--- src/rtl/mod21_pkg.sv ---
// mod21_pkg: shared constants, FSM state type and the fold helper for the
// mod-21 residue scheduler.
// Ports: none (package). Optional build macro: MOD21_FOLD_REG_EN (adds FOLD2 state).
package mod21_pkg;

  localparam int MOD21   = 21;
  localparam int CHUNK_W = 6;
  localparam int TOT_W   = 9;
  localparam int ACC_W   = 7;
  localparam int OP_W    = 32;

  typedef enum logic [2:0] {
    IDLE  = 3'd0,
    FOLD  = 3'd1,
    FOLD2 = 3'd2,
    CORR  = 3'd3,
    DONE  = 3'd4
  } state_t;

  // Second fold step: 64 == 1 (mod 21), so the bits above the low chunk are
  // simply added back in. A 9-bit total folds to at most 63 + 4 = 67.
  function automatic logic [ACC_W-1:0] fold_tot(input logic [TOT_W-1:0] tot);
    return ACC_W'(tot[CHUNK_W-1:0]) + ACC_W'(tot[TOT_W-1:CHUNK_W]);
  endfunction

endpackage

--- src/rtl/mod21_rr_sched_if.sv ---
// mod21_rr_sched_if: requester/consumer bundle for the shared mod-21 unit.
// Signals: req_valid/req_data/req_ready (NREQ requesters), res_valid/res_ready,
//          res_id/res_value (tagged residue), busy. master = clients, slave = scheduler.
interface mod21_rr_sched_if #(
  parameter int NREQ = 4,
  parameter int ID_W = $clog2(NREQ)
);

  logic [NREQ-1:0]      req_valid;
  logic [32*NREQ-1:0]   req_data;
  logic [NREQ-1:0]      req_ready;
  logic                 res_valid;
  logic                 res_ready;
  logic [ID_W-1:0]      res_id;
  logic [4:0]           res_value;
  logic                 busy;

  modport master (
    output req_valid, req_data, res_ready,
    input  req_ready, res_valid, res_id, res_value, busy
  );

  modport slave (
    input  req_valid, req_data, res_ready,
    output req_ready, res_valid, res_id, res_value, busy
  );

endinterface

--- src/rtl/mod21_fold.sv ---
// mod21_fold: combinational chunk fold of a 32-bit operand toward its residue mod 21.
// Ports: i_op (32b operand) -> o_tot (9b sum of 6-bit chunks, max 318);
//        i_tot (9b) -> o_acc (7b, max 67). i_tot is split out so a pipeline register may sit between.
module mod21_fold
  import mod21_pkg::*;
(
  input  logic [OP_W-1:0]  i_op,
  input  logic [TOT_W-1:0] i_tot,
  output logic [TOT_W-1:0] o_tot,
  output logic [ACC_W-1:0] o_acc
);

  localparam int NFULL = OP_W / CHUNK_W;  // five full 6-bit chunks, then a 2-bit tail

  logic [TOT_W-1:0] w_sum;

  always_comb begin
    w_sum = '0;
    for (int c = 0; c < NFULL; c++) begin
      w_sum = w_sum + TOT_W'(i_op[c*CHUNK_W +: CHUNK_W]);
    end
    w_sum = w_sum + TOT_W'(i_op[OP_W-1:NFULL*CHUNK_W]);
  end

  assign o_tot = w_sum;
  assign o_acc = fold_tot(i_tot);

endmodule

--- src/rtl/mod21_rr_sched.sv ---
// mod21_rr_sched: round-robin scheduler sharing one iterative mod-21 residue unit.
// Ports: clk, rst (sync, active-high); bus (slave modport): per-requester valid/data/ready,
//        tagged result res_valid/res_ready/res_id/res_value, busy.
// Latency grant T -> res_valid at T+3+k (k = 0..3 corrections); MOD21_FOLD_REG_EN adds one FOLD2 cycle.
// Backpressure: res_valid/res_id/res_value hold until res_ready; no grant while not IDLE.
module mod21_rr_sched
  import mod21_pkg::*;
#(
  parameter int NREQ = 4,
  parameter int ID_W = $clog2(NREQ)
) (
  input  logic              clk,
  input  logic              rst,
  mod21_rr_sched_if.slave   bus
);

  localparam logic [ID_W:0]    NREQ_L  = (ID_W+1)'(NREQ);
  localparam logic [ID_W-1:0]  LAST_ID = ID_W'(NREQ-1);
  localparam logic [ACC_W-1:0] MOD21_A = ACC_W'(MOD21);

  state_t              r_state;
  state_t              w_next;
  logic [ID_W-1:0]     r_rr_ptr;
  logic [OP_W-1:0]     r_op_q;
  logic [ID_W-1:0]     r_id_q;
  logic [ACC_W-1:0]    r_acc;

  logic                w_any;
  logic [ID_W-1:0]     w_gnt_idx;
  logic [ID_W:0]       w_scan;
  logic                w_hs;
  logic [TOT_W-1:0]    w_tot;
  logic [TOT_W-1:0]    w_tot_in;
  logic [ACC_W-1:0]    w_acc;

`ifdef MOD21_FOLD_REG_EN
  logic [TOT_W-1:0]    r_tot;
  assign w_tot_in = r_tot;
`else
  assign w_tot_in = w_tot;
`endif

  mod21_fold u_fold (
    .i_op  (r_op_q),
    .i_tot (w_tot_in),
    .o_tot (w_tot),
    .o_acc (w_acc)
  );

  // Round-robin search: first valid requester at or after r_rr_ptr, wrapping.
  always_comb begin
    w_any     = 1'b0;
    w_gnt_idx = '0;
    w_scan    = '0;
    for (int i = 0; i < NREQ; i++) begin
      w_scan = {1'b0, r_rr_ptr} + (ID_W+1)'(i);
      if (w_scan >= NREQ_L) begin
        w_scan = w_scan - NREQ_L;
      end
      if (!w_any && bus.req_valid[w_scan[ID_W-1:0]]) begin
        w_any     = 1'b1;
        w_gnt_idx = w_scan[ID_W-1:0];
      end
    end
  end

  assign w_hs = (r_state == IDLE) && w_any;

  // FSM: state register
  always_ff @(posedge clk) begin
    if (rst) begin
      r_state <= IDLE;
    end else begin
      r_state <= w_next;
    end
  end

  // FSM: next-state logic
  always_comb begin
    w_next = r_state;
    case (r_state)
      IDLE: if (w_any) w_next = FOLD;
`ifdef MOD21_FOLD_REG_EN
      FOLD:  w_next = FOLD2;
      FOLD2: w_next = CORR;
`else
      FOLD:  w_next = CORR;
`endif
      CORR: if (r_acc < MOD21_A) w_next = DONE;
      DONE: if (bus.res_ready) w_next = IDLE;
      default: w_next = IDLE;
    endcase
  end

  // FSM: outputs
  always_comb begin
    bus.req_ready = '0;
    if (w_hs) begin
      bus.req_ready = NREQ'(1) << w_gnt_idx;
    end
    bus.busy      = (r_state != IDLE);
    bus.res_valid = (r_state == DONE);
    bus.res_value = r_acc[4:0];
    bus.res_id    = r_id_q;
  end

  // Datapath: operand capture, fold and correction
  always_ff @(posedge clk) begin
    if (rst) begin
      r_rr_ptr <= '0;
      r_op_q   <= '0;
      r_id_q   <= '0;
      r_acc    <= '0;
`ifdef MOD21_FOLD_REG_EN
      r_tot    <= '0;
`endif
    end else begin
      if (w_hs) begin
        r_op_q   <= bus.req_data[{w_gnt_idx, 5'b0} +: OP_W];
        r_id_q   <= w_gnt_idx;
        r_rr_ptr <= (w_gnt_idx == LAST_ID) ? '0 : w_gnt_idx + 1'b1;
      end
      case (r_state)
`ifdef MOD21_FOLD_REG_EN
        FOLD:  r_tot <= w_tot;
        FOLD2: r_acc <= w_acc;
`else
        FOLD:  r_acc <= w_acc;
`endif
        // Compare guards the subtract, so it never underflows; at most 3 passes from 67.
        CORR: if (r_acc >= MOD21_A) r_acc <= r_acc - MOD21_A;
        default: ;
      endcase
    end
  end

endmodule

--- src/flat_wrapper.sv ---
// flat-port wrapper written by rule: the top's interface ports become plain ports
module mod21_rr_sched_flat import mod21_pkg::*;
#(
  parameter int NREQ = 4,
  parameter int ID_W = $clog2(NREQ)
)
  (clk, rst, bus_req_valid, bus_req_data, bus_res_ready, bus_req_ready, bus_res_valid, bus_res_id, bus_res_value, bus_busy);
  mod21_rr_sched_if #(.NREQ(NREQ), .ID_W(ID_W)) bus_i ();
  input  logic clk;
  input  logic rst;
  input wire logic [$bits(bus_i.req_valid)-1:0] bus_req_valid;
  input wire logic [$bits(bus_i.req_data)-1:0] bus_req_data;
  input wire logic [$bits(bus_i.res_ready)-1:0] bus_res_ready;
  output wire logic [$bits(bus_i.req_ready)-1:0] bus_req_ready;
  output wire logic [$bits(bus_i.res_valid)-1:0] bus_res_valid;
  output wire logic [$bits(bus_i.res_id)-1:0] bus_res_id;
  output wire logic [$bits(bus_i.res_value)-1:0] bus_res_value;
  output wire logic [$bits(bus_i.busy)-1:0] bus_busy;
  assign bus_i.req_valid = bus_req_valid;
  assign bus_i.req_data = bus_req_data;
  assign bus_i.res_ready = bus_res_ready;
  assign bus_req_ready = bus_i.req_ready;
  assign bus_res_valid = bus_i.res_valid;
  assign bus_res_id = bus_i.res_id;
  assign bus_res_value = bus_i.res_value;
  assign bus_busy = bus_i.busy;
  mod21_rr_sched #(.NREQ(NREQ), .ID_W(ID_W)) u_core (.clk(clk), .rst(rst), .bus(bus_i));
endmodule
--- config.mk ---
export PLATFORM = sky130hd
export DESIGN_NAME = mod21_rr_sched_flat
export DESIGN_NICKNAME = d
export VERILOG_FILES = /design/src/rtl/mod21_pkg.sv /design/src/rtl/mod21_rr_sched_if.sv /design/src/rtl/mod21_fold.sv /design/src/rtl/mod21_rr_sched.sv /design/src/flat_wrapper.sv
export SDC_FILE = /design/constraint.sdc
export NUM_CORES = 1
export LEC_CHECK = 0
export BUFFER_PORTS_ARGS = -buffer_cell sky130_fd_sc_hd__buf_2
export CORE_MARGIN = 4
export CORE_UTILIZATION = 54
export DETAILED_ROUTE_END_ITERATION = 6
export GPL_ROUTABILITY_DRIVEN = 1
export PLACE_DENSITY = 0.89
export SETUP_SLACK_MARGIN = 0.05
export SYNTH_ARGS = -nofsm -noshare
export SYNTH_HDL_FRONTEND = slang
export SYNTH_HIERARCHICAL = 1
export SYNTH_SLANG_ARGS = --single-unit
--- constraint.sdc ---
create_clock -name clk -period 13.7 [get_ports clk]
set_input_delay 1.37 -clock clk [delete_from_list [all_inputs] [get_ports clk]]
set_output_delay 1.37 -clock clk [all_outputs]
set_load 0.03 [all_outputs]
Word-level counts from Yosys, hierarchy flattened. Index checks and enable logic that the tools add are counted.

Add/subtract/negate cells: 15. $mul: 0. Div/mod/pow operators: 0. Order comparisons: 10. Eq/ne operators: 8. Shift operators: 2. Muxes and demuxes: 28. Bitwise gates (word level): 0. Reduce and logical (&&, ||, !) cells: 12.

Operator list (count): variable part select 128 x 8 -> 32 bit (1); 2-to-1 mux 2 bit (9); one-hot mux 7 bit (2 select lines) (1); < comparator 2 x 3 -> 1 bit (second input constant) (4); one-hot mux 3 bit (4 select lines) (1); adder 8 x 6 -> 9 bit (1); adder 9 x 2 -> 9 bit (1); adder 9 x 6 -> 9 bit (1); >= comparator 3 bit (second input constant) (3); 2-to-1 mux 3 bit (3); adder 7 x 6 -> 8 bit (1); binary-select mux 1 bit (select 2 bit) (4); 2-to-1 mux 1 bit (8); subtractor 2 x 1 -> 2 bit (second input constant) (4); adder 6 x 3 -> 7 bit (1); adder 6 x 6 -> 7 bit (1); >= comparator 7 x 5 -> 1 bit (second input constant) (1); < comparator 7 x 5 -> 1 bit (second input constant) (1); 2-to-1 mux 7 bit (1); subtractor 7 x 5 -> 7 bit (second input constant) (1); adder 2 x 2 -> 3 bit (second input constant) (2); inequality test 2 x 1 -> 1 bit (second input constant) (3); logical AND 1 bit (4); 2-to-1 mux 4 bit (1); 15 further kinds (17).

Flip-flop bits (word level): 46. Latch bits: 0. Memory bits (writable): 0. ROM bits: 0. Input bits: 135. Logic and storage cells: 80. Memories kept: 0.

Depth between registers and ports, before layout.
Depth in word-level cells: 16. Gate-level depth with buffers: 21. Mapped depth without buffers: 21.

Cells and area by module. The synthesis kept the hierarchy.

Modules (own cells, without submodules): mod21_rr_sched (times used 1, cells an instance 312, area each 2932.8 um^2); mod21_fold (times used 1, cells an instance 125, area each 999.7 um^2).

Least setup slack after synthesis. Ideal clock, no wire load.

Kind: register to register. Start: register u_core.r_op_q[1]. End: register u_core.r_acc[4]. Library setup time: 70 ps. Data arrival time: 4403 ps. Required time: 13630 ps. Slack: 9227 ps. Stages on the path, launching flop included: 22. Path through: dfxtp_1 > inv_1 > fa_1 > inv_1 > fa_1 > inv_1 > fa_1 > inv_1 > fa_1 > a21o_1 > nand3_1 > a31oi_1 > a21oi_1 > ha_1 > inv_1 > fa_1 > nor2b_1 > o21ai_0 > xnor2_1 > inv_1 > o32a_1 > a21oi_1.

Longest elaborated chain between the ends: 7.

Ends and longest elaborated chain: start, declared (RTL line mod21_rr_sched.sv:24) `logic [OP_W-1:0] r_op_q;`; start signal, assigned (RTL line mod21_rr_sched.sv:119) `r_op_q <= bus.req_data[{w_gnt_idx, 5'b0} +: OP_W];`; adder 6 x 6 -> 7 bit (RTL line mod21_fold.sv:20) `w_sum = w_sum + TOT_W'(i_op[c*CHUNK_W +: CHUNK_W]);`; adder 7 x 6 -> 8 bit (RTL line mod21_fold.sv:20); adder 8 x 6 -> 9 bit (RTL line mod21_fold.sv:20); adder 9 x 6 -> 9 bit (RTL line mod21_fold.sv:20); adder 9 x 2 -> 9 bit (RTL line mod21_fold.sv:22) `w_sum = w_sum + TOT_W'(i_op[OP_W-1:NFULL*CHUNK_W]);`; via u_core.w_tot[6] (RTL line mod21_rr_sched.sv:32) `logic [TOT_W-1:0] w_tot;`; adder 6 x 3 -> 7 bit (RTL line mod21_pkg.sv:23) `return ACC_W'(tot[CHUNK_W-1:0]) + ACC_W'(tot[TOT_W-1:CHUNK_W]);`; via u_core.w_acc[4] (RTL line mod21_rr_sched.sv:34) `logic [ACC_W-1:0] w_acc;`; one-hot mux 7 bit (2 select lines) (RTL line mod21_rr_sched.sv:123) `case (r_state)`; end signal, assigned (RTL line mod21_rr_sched.sv:128) `FOLD: r_acc <= w_acc;`; end signal, assigned (RTL line mod21_rr_sched.sv:131) `CORR: if (r_acc >= MOD21_A) r_acc <= r_acc - MOD21_A;`; end, declared (RTL line mod21_rr_sched.sv:26) `logic [ACC_W-1:0] r_acc;`.

The timed path passes the listed nets, and every way through them passes these cells. A chain may end at the register's enable or synchronous reset.

Final worst setup path. Same ends and word-level chain as after synthesis.

==> implementation parameters <==
Parameter                              Value

Status
  Run status ... completed

Worst setup path
  Worst path slowest cell ... fa_1
  Delay of the slowest cell on the worst path ... 0.54 ns
  Cell repeated most along the worst path ... inv_1
  Setup crit start kind ... flip-flop
  Crit path from ... u_core/r_op_q[1]
  Cell-by-cell trace of the critical path ... inv_1 > fa_1 > inv_1 > fa_1 > inv_1 > fa_1 > inv_1 > fa_1 > a21o_1 > nand3_1 > a31oi_1 > a21oi_1 > ha_1 > inv_1 > fa_1 > nor2b_1 > o21ai_0 > xnor2_1 > inv_1 > o32a_1 > a21oi_1
  Critical Path Sink Type ... flip-flop
  Critical path arrival ... 5.00 ns
  Critical path buffers and inverters ... 6
  Startpoint of the most critical register-to-register path ... u_core/r_op_q[1]
  Largest fanout of any net on the critical path ... 2
  Setup slack of the most critical reg-to-reg path ... 8.94 ns
  CP Class ... reg2reg
  Cell type group with the largest total delay on the critical path ... adder cells
  Terminus of the critical flop-to-flop path ... u_core/r_acc[4]
  Worst reg2reg path depth ... 21
  Required time of the worst setup path ... 13.94 ns

Cells and area
  Area taken by multi-input logic gates ... 2530 µm²
  Share of layout cells above drive strength 1 ... 0.309
  Sequential cell area ... 921 µm²
  NumNets Final ... 737
  Final instance area ... 4700 µm²
  Growth of design area from synthesis to finish ... 19.6%
  Antenna diodes ... 0
  Total of fill cells in the finished design ... 531

Pwr
  Static leakage power ... 2.49 nW
  Power Density ... 187 nW/µm²
  Worst vdd rail ir drop ... 0.000101 V

Routing
  Routed via count divided by cell count ... 5.42
  DRT Wirelength ... 9.52 mm
  Number of vias in the routed layout ... 3604
  Drt wl/cell ... 14.3 µm
  Number of violations reported at the end of detailed-routing iteration 0 ... 115
  Residual DRC count ... 0
  Drt first pass iters ... 4
  Number of nets still failing antenna checks after routing ... 0

Placement
  Post-placement setup slack ... 8.97 ns
  Post-detail-place hpwl ... 7.61 mm
  Buffers on Ports ... 147
  RD Place Congestion ... 0.888
  Cell area reported after detailed placement ... 4590 µm²

GRT
  Wire length of the first global-routing pass ... 15.5 mm
  Number of global-route vias before repair ... 3693
  Antenna violations before repair ... 0
  Combined global-route utilization of all metal layers ... 0.219
  Remaining Overflow, GRT ... 0
  Pin count of the biggest net entering global routing ... 64

STA
  Final clock period utilization by the worst path ... 0.348
  Setup Viol. Count Final ... 0
  Max-Slew Margin vs Limit ... 0.184
  Summed negative setup slack over all endpoints ... 0 ns
  Setup repair after global routing missed its margin ... no
  Final-report max-slew violation count ... 0
  Max Freq ... 0.210 GHz
  Clock period minus worst slack ... 4.76 ns
  Slew at the pin with the worst max-slew slack ... 1.22 ns
  Largest clock skew in the final design ... 0.0125 ns
  Setup WS post-layout ... 8.94 ns
  Final number of hold-violating endpoints ... 0

Logic synthesis
  Simple-gate portion of the synthesized area ... 0.134
  Number of distinct standard cells referenced by the synthesized netlist ... 64
  Biggest area consumer among synthesized cells ... dfxtp_1
  Area fraction of the dominant cell type after synthesis ... 0.234
  Combinational family with the most area after synthesis ... compound AO/OA/AOI/OAI gates
  Share of synthesized flip-flops with an asynchronous set or reset ... 0
  Most numerous cell types in the synthesized netlist ... inv_1, mux2i_1, dfxtp_1, nand2_1, o221ai_1
  Synth Area in Compound Gates ... 0.178
  Post-synthesis register bit count ... 46
  Synthesis warning total ... 6
  Leading cell type by number of instances after synthesis ... inv_1
  Netlist area before placement ... 3930 µm²
  Avg Synthesized Cell Area ... 9.00 µm²
  Proportion of synthesized chip area in sequential cells ... 0.234
  Proportion of synthesized area in mux cells ... 0.165
  Post-synth net total ... 606
  Biggest area contributors in the synthesized netlist ... dfxtp_1, mux2i_1, fa_1
  Gate Count Post-Synth ... 437
  Number of synthesized flops with an enable pin ... 0
  Xor/xnor share of the synthesized area ... 0.0200
  Main flop type after synthesis ... dfxtp_1
  Adder and majority cell fraction of the synthesized area ... 0.146

Clock tree
  Number of CTS-inserted buffers ... 5
  Root Buffer Master ... clkbuf_8
  CTS max path bufs ... 2
  Worst skew pair latency ... 0.31 ns
  Number of clock sinks ... 46
  TritonCTS clock tree ... built
  Post-cts repair resize count ... 0
  H-tree depth reported by CTS ... 2
  # hold bufs at CTS ... 0
  Clock transition at the registers of the reported paths ... 0.09 ns
  # Post-CTS Setup Buffers ... 0

Hold path
  Hold WC Path Type ... reg2reg
  Number of cells on the worst hold path ... 2
  Worst Hold End ... u_core/bus.res_id[0]
  Start point of the worst min-delay path ... u_core/bus.res_id[0]

Flow run
  Max-Cap Viols ... 0

Floorplan
  Cell Rows ... 30
  Number of top-level pins ... 148
  Initial Utilization ... 0.566
  Std-Cell Core Area ... 6940 µm²
  Floorplan die height ... 93.3 µm
  Horizontal die dimension ... 93.3 µm
  Die footprint ... 8710 µm²
metal layers:
layer  track usage  vias to the layer above  part of all wire
li1              -                     1781                 -
met5             0                        -                 0
met3        0.0362                       18             0.077
met4        0.0720                        0             0.018
met1         0.249                     1648              0.40
met2         0.412                      157              0.51
where the power goes:
part,switching [mW],internal [mW],total [mW]
sequential,0.0295,0.166,0.195
combinational,0.321,0.255,0.577
clock,0.0504,0.0557,0.106
worst register-to-register path, stage by stage (launching register included):
cell	delay, ns
dfxtp_1	0.33
inv_1	0.06
fa_1	0.54
inv_1	0.06
fa_1	0.49
inv_1	0.05
fa_1	0.49
inv_1	0.07
fa_1	0.45
a21o_1	0.19
nand3_1	0.11
a31oi_1	0.11
a21oi_1	0.15
ha_1	0.19
inv_1	0.05
fa_1	0.40
nor2b_1	0.16
o21ai_0	0.11
xnor2_1	0.16
inv_1	0.07
o32a_1	0.33
a21oi_1	0.14
cells by family after synthesis:
kind of cell             Yosys count
flip-flops                        46
multiplexers                      65
adder cells (fa/ha/maj)           34
buffers and inverters             95
XOR/XNOR                           9
AND/OR/NAND/NOR                   99
AO/OA/AOI/OAI                     89
placed cells by master (no fill, tap or decap), types with 3 or more instances in the layout:
master and instances:
a21o_1 4, clkbuf_8 5, nand2_1 44, dfxtp_1 46
nor3_1 3, xnor2_1 5, nor2b_1 5, buf_2 147
o221ai_1 31, o21ai_0 9, xor2_1 4, ha_1 14
nor2_1 18, a211oi_1 3, mux2i_1 65, a21oi_1 17
fa_1 20, inv_1 70, nand2b_1 3
worst max path at each step:
stage	depth (start not counted)	slack [ns]	end
detailed placement	21	8.97	u_core/r_acc[4]
finish	21	8.94	u_core/r_acc[4]
global route	20	8.72	u_core/r_acc[4]
global placement	21	9.12	u_core/r_acc[4]
CTS	21	8.94	u_core/r_acc[4]
floorplan	21	9.23	u_core/r_acc[4]
layout make-up:
cell class,instances,share of cell area
Multi-Input combinational cell,296,0.538
Sequential cell,46,0.196
Timing Repair Buffer,149,0.160
Inverter,70,0.0559
Tap cell,96,0.0255
Clock buffer,5,0.0146
Clock inverter,3,0.0101
metrics by stage:
| stage | utilization | total power [mW] | hold WS, ns | std cells |
|---|---|---|---|---|
| after global placement | 0.661 | 0.744 | 0.444 | 657 |
| after detailed placement | 0.661 | 0.769 | 0.443 | 657 |
| after global routing | 0.677 | 0.967 | 0.504 | 665 |
| after floorplan | - | 0.660 | 0.433 | 437 |
| after CTS | 0.677 | 0.882 | 0.457 | 665 |
| final | 0.677 | 0.878 | 0.457 | 665 |
state kept, by name, summed over array words and instances, names as in the netlist:
| signal | count |
|---|---|
| u_core/r_op_q | 32 |
| u_core/r_state | 3 |
| u_core/bus.res_id | 2 |
| u_core/r_acc | 7 |
| u_core/r_rr_ptr | 2 |
Power figures use the tool's default switching activity.
